===== src/rtl/singleport_ram_p.sv =====
// Single-port byte-enabled RAM that clears itself to INIT_VAL after every reset before accepting requests.
// Define SPRAM_OUTREG_EN to add an output pipeline register (read latency 2 instead of 1).
module singleport_ram_p #(
  parameter int                DATA_W   = 8,
  parameter int                ADDR_W   = 6,
  parameter logic [DATA_W-1:0] INIT_VAL = '0
) (
  input  logic                  clk,
  input  logic                  rst_n,
  input  logic                  req,
  input  logic                  we,
  input  logic [ADDR_W-1:0]     addr,
  input  logic [DATA_W-1:0]     data,
  input  logic [DATA_W/8-1:0]   be,
  output logic                  ready,
  output logic [DATA_W-1:0]     out,
  output logic                  out_valid,
  output logic                  init_done
);

  localparam int DEPTH = 2**ADDR_W;
  localparam int BE_W  = DATA_W/8;

  typedef enum logic {ST_INIT, ST_RUN} state_t;

  state_t              state_q, state_d;
  logic [ADDR_W-1:0]   ptr_q, ptr_d;
  logic                clr_p0;
  logic                accept_p0, rd_p0, wr_p0;
  logic [DATA_W-1:0]   mem [DEPTH];
  logic [DATA_W-1:0]   out_p1_q;
  logic                vld_p1_q;

  always_ff @(posedge clk) begin
    if (!rst_n) begin
      state_q <= ST_INIT;
      ptr_q   <= '0;
    end else begin
      state_q <= state_d;
      ptr_q   <= ptr_d;
    end
  end

  always_comb begin
    state_d = state_q;
    ptr_d   = ptr_q;
    clr_p0  = 1'b0;
    case (state_q)
      ST_INIT: begin
        clr_p0 = 1'b1;
        ptr_d  = ptr_q + ADDR_W'(1);
        if (ptr_q == ADDR_W'(DEPTH-1)) state_d = ST_RUN;
      end
      ST_RUN:  state_d = ST_RUN;
      default: state_d = ST_INIT;
    endcase
  end

  assign ready     = (state_q == ST_RUN);
  assign init_done = (state_q == ST_RUN);
  assign accept_p0 = req & ready;
  assign rd_p0     = accept_p0 & ~we;
  assign wr_p0     = accept_p0 & we;

  // Stage p0 -> memory array: clear sweep during INIT, byte-masked writes during RUN
  always_ff @(posedge clk) begin
    if (rst_n) begin
      if (clr_p0) begin
        mem[ptr_q] <= INIT_VAL;
      end else if (wr_p0) begin
        for (int b = 0; b < BE_W; b++) begin
          if (be[b]) mem[addr][8*b +: 8] <= data[8*b +: 8];
        end
      end
    end
  end

  // Stage p1: read data register; holds the last read value between reads
  always_ff @(posedge clk) begin
    if (!rst_n) begin
      vld_p1_q <= 1'b0;
      out_p1_q <= '0;
    end else begin
      vld_p1_q <= rd_p0;
      if (rd_p0) out_p1_q <= mem[addr];
    end
  end

`ifdef SPRAM_OUTREG_EN
  logic [DATA_W-1:0] out_p2_q;
  logic              vld_p2_q;

  // Stage p2: optional output register
  always_ff @(posedge clk) begin
    if (!rst_n) begin
      vld_p2_q <= 1'b0;
      out_p2_q <= '0;
    end else begin
      vld_p2_q <= vld_p1_q;
      out_p2_q <= out_p1_q;
    end
  end

  assign out       = out_p2_q;
  assign out_valid = vld_p2_q;
`else
  assign out       = out_p1_q;
  assign out_valid = vld_p1_q;
`endif

endmodule


===== config.mk =====
export PLATFORM = sky130hd
export DESIGN_NAME = singleport_ram_p
export DESIGN_NICKNAME = d
export VERILOG_FILES = /design/src/rtl/singleport_ram_p.sv
export SDC_FILE = /design/constraint.sdc
export NUM_CORES = 1
export LEC_CHECK = 0
export CAP_MARGIN = 20
export CORE_UTILIZATION = 67
export CTS_CLUSTER_SIZE = 8
export DETAILED_ROUTE_END_ITERATION = 12
export PLACE_DENSITY = 0.84
export SLEW_MARGIN = 20
export SYNTH_ARGS = -nofsm -noshare
export SYNTH_HDL_FRONTEND = slang
export SYNTH_SLANG_ARGS = --single-unit

===== constraint.sdc =====
create_clock -name clk -period 4.4 [get_ports clk]
set_input_delay 0.66 -clock clk [delete_from_list [all_inputs] [get_ports clk]]
set_output_delay 0.66 -clock clk [all_outputs]
set_load 0.1 [all_outputs]

---- Yosys cells after proc, flatten, opt, wreduce, memory -nomap -nowiden ----
Memory sizes are Yosys's and may differ from the RTL's. A register that Yosys moved wholly into a read port is not among the register bits.
Cells that the tools add are included.
operators by class
  add/subtract/negate cells ............... 1
  equal/unequal tests ..................... 1
  mux-type cells .......................... 13
  bitwise gates (word level) .............. 5
  reduce and logical (&&, ||, !) cells .... 2
operators with widths
  operator                                     number
  two-way mux 1 bit                            10
  two-way mux 8 bit                            1
  OR reduction 8 bit                           1
  adder 6 x 1 -> 6 bit, second input constant  1
  == test 6 bit, second input constant         1
  two-way mux 6 bit                            1
  AND 1 bit                                    3
  NOT 1 bit                                    2
  case mux 1 bit (2 select lines)              1
  logical NOT 1 bit                            1
word-level totals
  register bits after elaboration ......... 8
  bits in writable memories ............... 512
  logic and storage cells ................. 26
  memories kept ........................... 1
memory list
  memory  words  bits a word  rd ports  clocked after Yosys merged registers in  write ports  RTL line  RTL
  mem     64     8            1         1                                        1            30        logic [DATA_W-1:0] mem [DEPTH];

---- Depth between registers and ports, before layout ----
  depth after elaboration ................. 8
  gate-level depth with buffers ........... 9
  depth with buffers taken out ............ 6

---- Least setup slack after synthesis ----
No wires, ideal clock.
  path type ............................... register -> register
  from .................................... reg state_q (netlist: init_done)
  to ...................................... mem mem[0][0] (data pin)
  library setup time ...................... 0.367 ns
  arrival time ............................ 2.769 ns
  required time ........................... 4.033 ns
  path slack .............................. 1.264 ns
  stages on the path, launching flop included .. 6
  path buffers ............................ 2
  period minus slack after synthesis ...... 3.136 ns
  cell sequence ........................... dfxtp_1 > and2_1 > and4_1 > buf_2 > clkbuf_1 > and2_1
between the ends
  word-level cells in the longest chain between the ends .. 8
ends and longest elaborated chain
  what                                       RTL line  RTL
  start: declaration                         26        state_t state_q, state_d;
  start signal: assignment                   39        state_q <= state_d;
  AND 1 bit                                  61        assign accept_p0 = req & ready;
  AND 1 bit                                  63        assign wr_p0 = accept_p0 & we;
  two-way mux 1 bit                          70        end else if (wr_p0) begin
  two-way mux 1 bit *                        68        if (clr_p0) begin
  two-way mux 1 bit *                        67        if (rst_n) begin
  two-way mux 1 bit (not written as such) *  72        if (be[b]) mem[addr][8*b +: 8] <= data[8*b +: 8];
  OR reduction 8 bit (no source line) *      -
  two-way mux 8 bit (no source line) *       -
  end: declaration                           30
Mark *: on every way between the ends. The rest lies on a longest branch, timed or not.

---- Worst setup path after layout ----
  from .................................... reg state_q (netlist: init_done)
  to ...................................... mem mem[24][3] (enable)
between the ends
  word-level cells in the longest chain between the ends .. 8
  elaborated cells between the ends (all ways) .. 12
  classes of those cells .................. mux (9); bitwise (2); reduce/logical (1)
ends and longest elaborated chain
  what                                                                     RTL line
  AND 1 bit                                                                61
  AND 1 bit                                                                63
  two-way mux 1 bit                                                        70
  two-way mux 1 bit                                                        68
  two-way mux 1 bit                                                        67
  two-way mux 1 bit (not written as such)                                  72
  OR reduction 8 bit (no source line)                                      -
  two-way mux 6 bit (no source line) or two-way mux 1 bit (tied branches)  -
Several ways; a longest one is shown, not always the timed one.

==> PnR_summary.wiki <==
{| class="wikitable"
! Metric !! Value
|-
| Status || finished clean
|-
| Critical path cell sequence || and2_1, and4_1, inv_1, o31ai_1, nand2_1, nor2_1
|-
| Slew Viols, Final || 0
|-
| Synth Register Bits || 528
|-
| Top cells by area in the synthesized netlist || edfxtp_1 74%, mux4_2 7.1%, mux2i_1 6.8%, a22oi_1 1.7%, dfxtp_1 1.5%
|-
| Setup crit start kind || flop
|-
| Reg-to-reg slack, setup || 0.61 ns
|-
| Largest net degree at the start of global routing || 91
|-
| Average cell area after synthesis || 18.39 sq um
|-
| Clock period minus final worst setup slack || 3.794 ns
|-
| Critical path's top delay family || simple AND/OR/NAND/NOR gates
|-
| Worst-path cell with the longest stage delay || and4_1
|-
| Worst rel slew slack || 0.3219
|-
| Core Region || 30670 sq um
|-
| Nets || 1263
|-
| Via total after detailed routing || 11560
|-
| EDFF count, synth || 512
|-
| Maximum Capacitance Violations || 0
|-
| Part of the cycle the worst path needs || 0.8623
|-
| CP Max Fanout || 26
|-
| Dominant cell by count in the synthesized netlist || edfxtp_1
|-
| Post-layout total power || 10900 uW
|-
| Instance count of the mapped netlist || 1136
|-
| Buf+Inv Stages, Crit Path || 1
|-
| Critical register-to-register path endpoint || mem[24][3]
|-
| Post-CTS Setup Bufs || 0
|-
| Syn_nets || 1156
|-
| Total gr overflow || 0
|-
| RD Place Congestion || 0.9241
|-
| Overall die area || 31890 sq um
|-
| CTS tree || done
|-
| Die boundary height || 178.6 um
|-
| First-pass GRT wire length || 72100 um
|-
| Number of standard-cell rows in the floorplan || 64
|-
| Min-delay worst type || flop to flop
|-
| Setup TNS after final layout || 0 ns
|-
| Total of endpoints with negative setup slack in the final report || 0
|-
| Total Routing Usage GR || 0.3205
|-
| CTS H-tree depth || 3
|-
| Fraction of registers with async set/reset || 0
|-
| Library cells used by synthesis || 43
|-
| Clock tree skew after final layout || 0.02006 ns
|-
| Worst setup path category || flop to flop
|-
| Worst hold path depth || 2
|-
| Capture endpoint of the worst hold path || out[4]
|-
| Fin Hold WS || 0.5469 ns
|-
| Final Hold Vio Count || 0
|-
| Data required time of the critical path || 4.58 ns
|-
| Antenna viol nets, final || 0
|-
| Maximum clock insertion buffer count || 3
|-
| Filler Cell Count || 1510
|-
| Post-Route WL || 49170 um
|-
| Setup repair after global routing missed its margin || false
|-
| Initial cell density of the core || 0.6811
|-
| Syn Std Cell Area || 20890 sq um
|-
| Start point of the worst hold path || out[4]
|-
| Placed inst area || 21870 sq um
|-
| Cell chosen for the clock root || clkbuf_16
|-
| Power density of the placed cells || 455.7 nW/um^2
|-
| Slew @ Worst Pin || 1.016 ns
|-
| RR Startpoint || init_done
|-
| Port buffer count || 29
|-
| Top-area cell type share of the netlist area || 0.7360
|-
| Worst r2r path cells || 6
|-
| Most frequent cells after synthesis || 512 x edfxtp_1, 142 x mux2i_1, 82 x nor2_1, 66 x mux4_2, 48 x a22oi_1
|-
| Clock slew at the register clock pins of the worst setup and hold paths || 0.05 ns
|-
| Cts hold-fix bufs || 0
|-
| Worst ir drop on vdd || 0.3758 mV
|-
| CP Capture Type || flop
|-
| Fraction of layout cells with a size suffix above 1 || 0.1848
|-
| Drt wl/cell || 29.66 um
|-
| Via-to-Cell Ratio || 6.970
|-
| Count of synthesis-stage warnings from yosys || 0
|-
| Ports placed on the boundary || 30
|-
| Data arrival time of the worst path || 3.98 ns
|-
| Maximum operating frequency || 0.2636 GHz
|-
| Number of antenna violations at the first check in global routing || 1
|-
| Starting DRT DRC Count || 1610
|-
| Number of resized instances in the post-cts repair step || 0
|-
| Clock network latency to the later pin of the worst-skew pair || 0.57 ns
|-
| Via count of the first global-routing pass || 11750
|-
| Relative area change from synthesis to final layout || 14.54%
|-
| Final std cell area, no fill || 23930 sq um
|-
| Half-perimeter wire length after placement || 26930 um
|-
| Number of sinks driven by the clock tree || 528
|-
| Dominant synthesized flop cell || edfxtp_1
|-
| Count of unresolved DRC violations after routing || 0
|-
| Cell type with the highest aggregate area in the netlist || edfxtp_1
|-
| DIE WIDTH || 178.6 um
|-
| Worst path max stage delay || 0.86 ns
|-
| Sequential element share of the synthesized area || 0.7514
|-
| TritonRoute pass-1 iters || 8
|-
| Leakage power total || 0.009152 uW
|-
| Total CTS buffers || 75
|}
-- final cells by class --
type	count	area, sq um	share of cell area
clock buffer	91	2001	0.08362
tap	396	495.5	0.02071
clock inverter	4	57.56	0.002405
antenna	1	2.502	0.0001046
sequential	528	15700	0.6560
timing repair buffer	90	793.3	0.03315
multi-input combinational	544	4867	0.2034
inverter	4	15.01	0.0006275
-- worst reg2reg max path, cell delays in order (launching register included) --
cell	delay, ns
dfxtp_1	0.58
and2_1	0.22
and4_1	0.86
inv_1	0.27
o31ai_1	0.48
nand2_1	0.35
nor2_1	0.65
-- where the power goes --
group	leakage (uW)	switching [uW]	internal (uW)	total, uW
registers	0.00593	9.84	5460	5470
clock network	0.00100	1970	3150	5110
logic	0.00222	197	123	320
-- cells by family after synthesis --
logic type                 Yosys count  share of synthesized area
DFF                                528                     0.7514
and+or+nand+nor                    222                    0.05175
muxes                              216                     0.1435
AOI/OAI and AO/OA                  101                    0.03462
buffers and inverters               64                    0.01647
xor gates and xnor gates             4                   0.001677
adders and majority gates            1                  0.0005989
-- worst max-delay path by stage --
stage                     startpoint    endpoint  slack, ns  depth (start not counted)
after floorplan            init_done   mem[0][0]       1.26                          5
after global placement           req  mem[12][1]       0.68                          7
after detailed placement         req  mem[38][2]       0.44                          7
after CTS                  init_done  mem[24][3]       0.68                          6
after global routing       init_done  mem[24][4]       0.47                          6
final                      init_done  mem[24][3]       0.61                          6
-- stage by stage --
step                      std cells  utilization  setup WS [ns]
after floorplan                1136            -          1.264
after global routing           1657       0.7801         0.4720
after CTS                      1657       0.7801         0.6828
after global placement         1562       0.7130         0.6842
after detailed placement       1562       0.7130         0.4446
final                          1658       0.7801         0.6059
-- state kept, by name, summed over array words and instances, names as in the netlist --
signal	cells
mem	512
out	8
init_done	1
ptr_q	6
out_valid	1
-- per-layer routing --
metal	vias up	part of all wire	track usage
met5	-	0.00022	0
met1	5832	0.37	0.4386
li1	4725	-	-
met2	844	0.49	0.5052
met4	2	0.038	0.1314
met3	153	0.11	0.07225
-- cells in the final DEF (no fill, tap or decap), types with 13 or more instances in the layout --
| master | count |
|---|---|
| a21oi_1 | 23 |
| a22oi_1 | 48 |
| buf_4 | 57 |
| clkbuf_1 | 13 |
| clkbuf_16 | 78 |
| clkdlybuf4s50_1 | 26 |
| dfxtp_1 | 16 |
| edfxtp_1 | 512 |
| mux2i_1 | 142 |
| mux4_2 | 66 |
| nand2_1 | 38 |
| nand3_1 | 34 |
| nor2_1 | 81 |
| nor2b_1 | 19 |
Note: power is estimated with default switching activity, not from simulation.
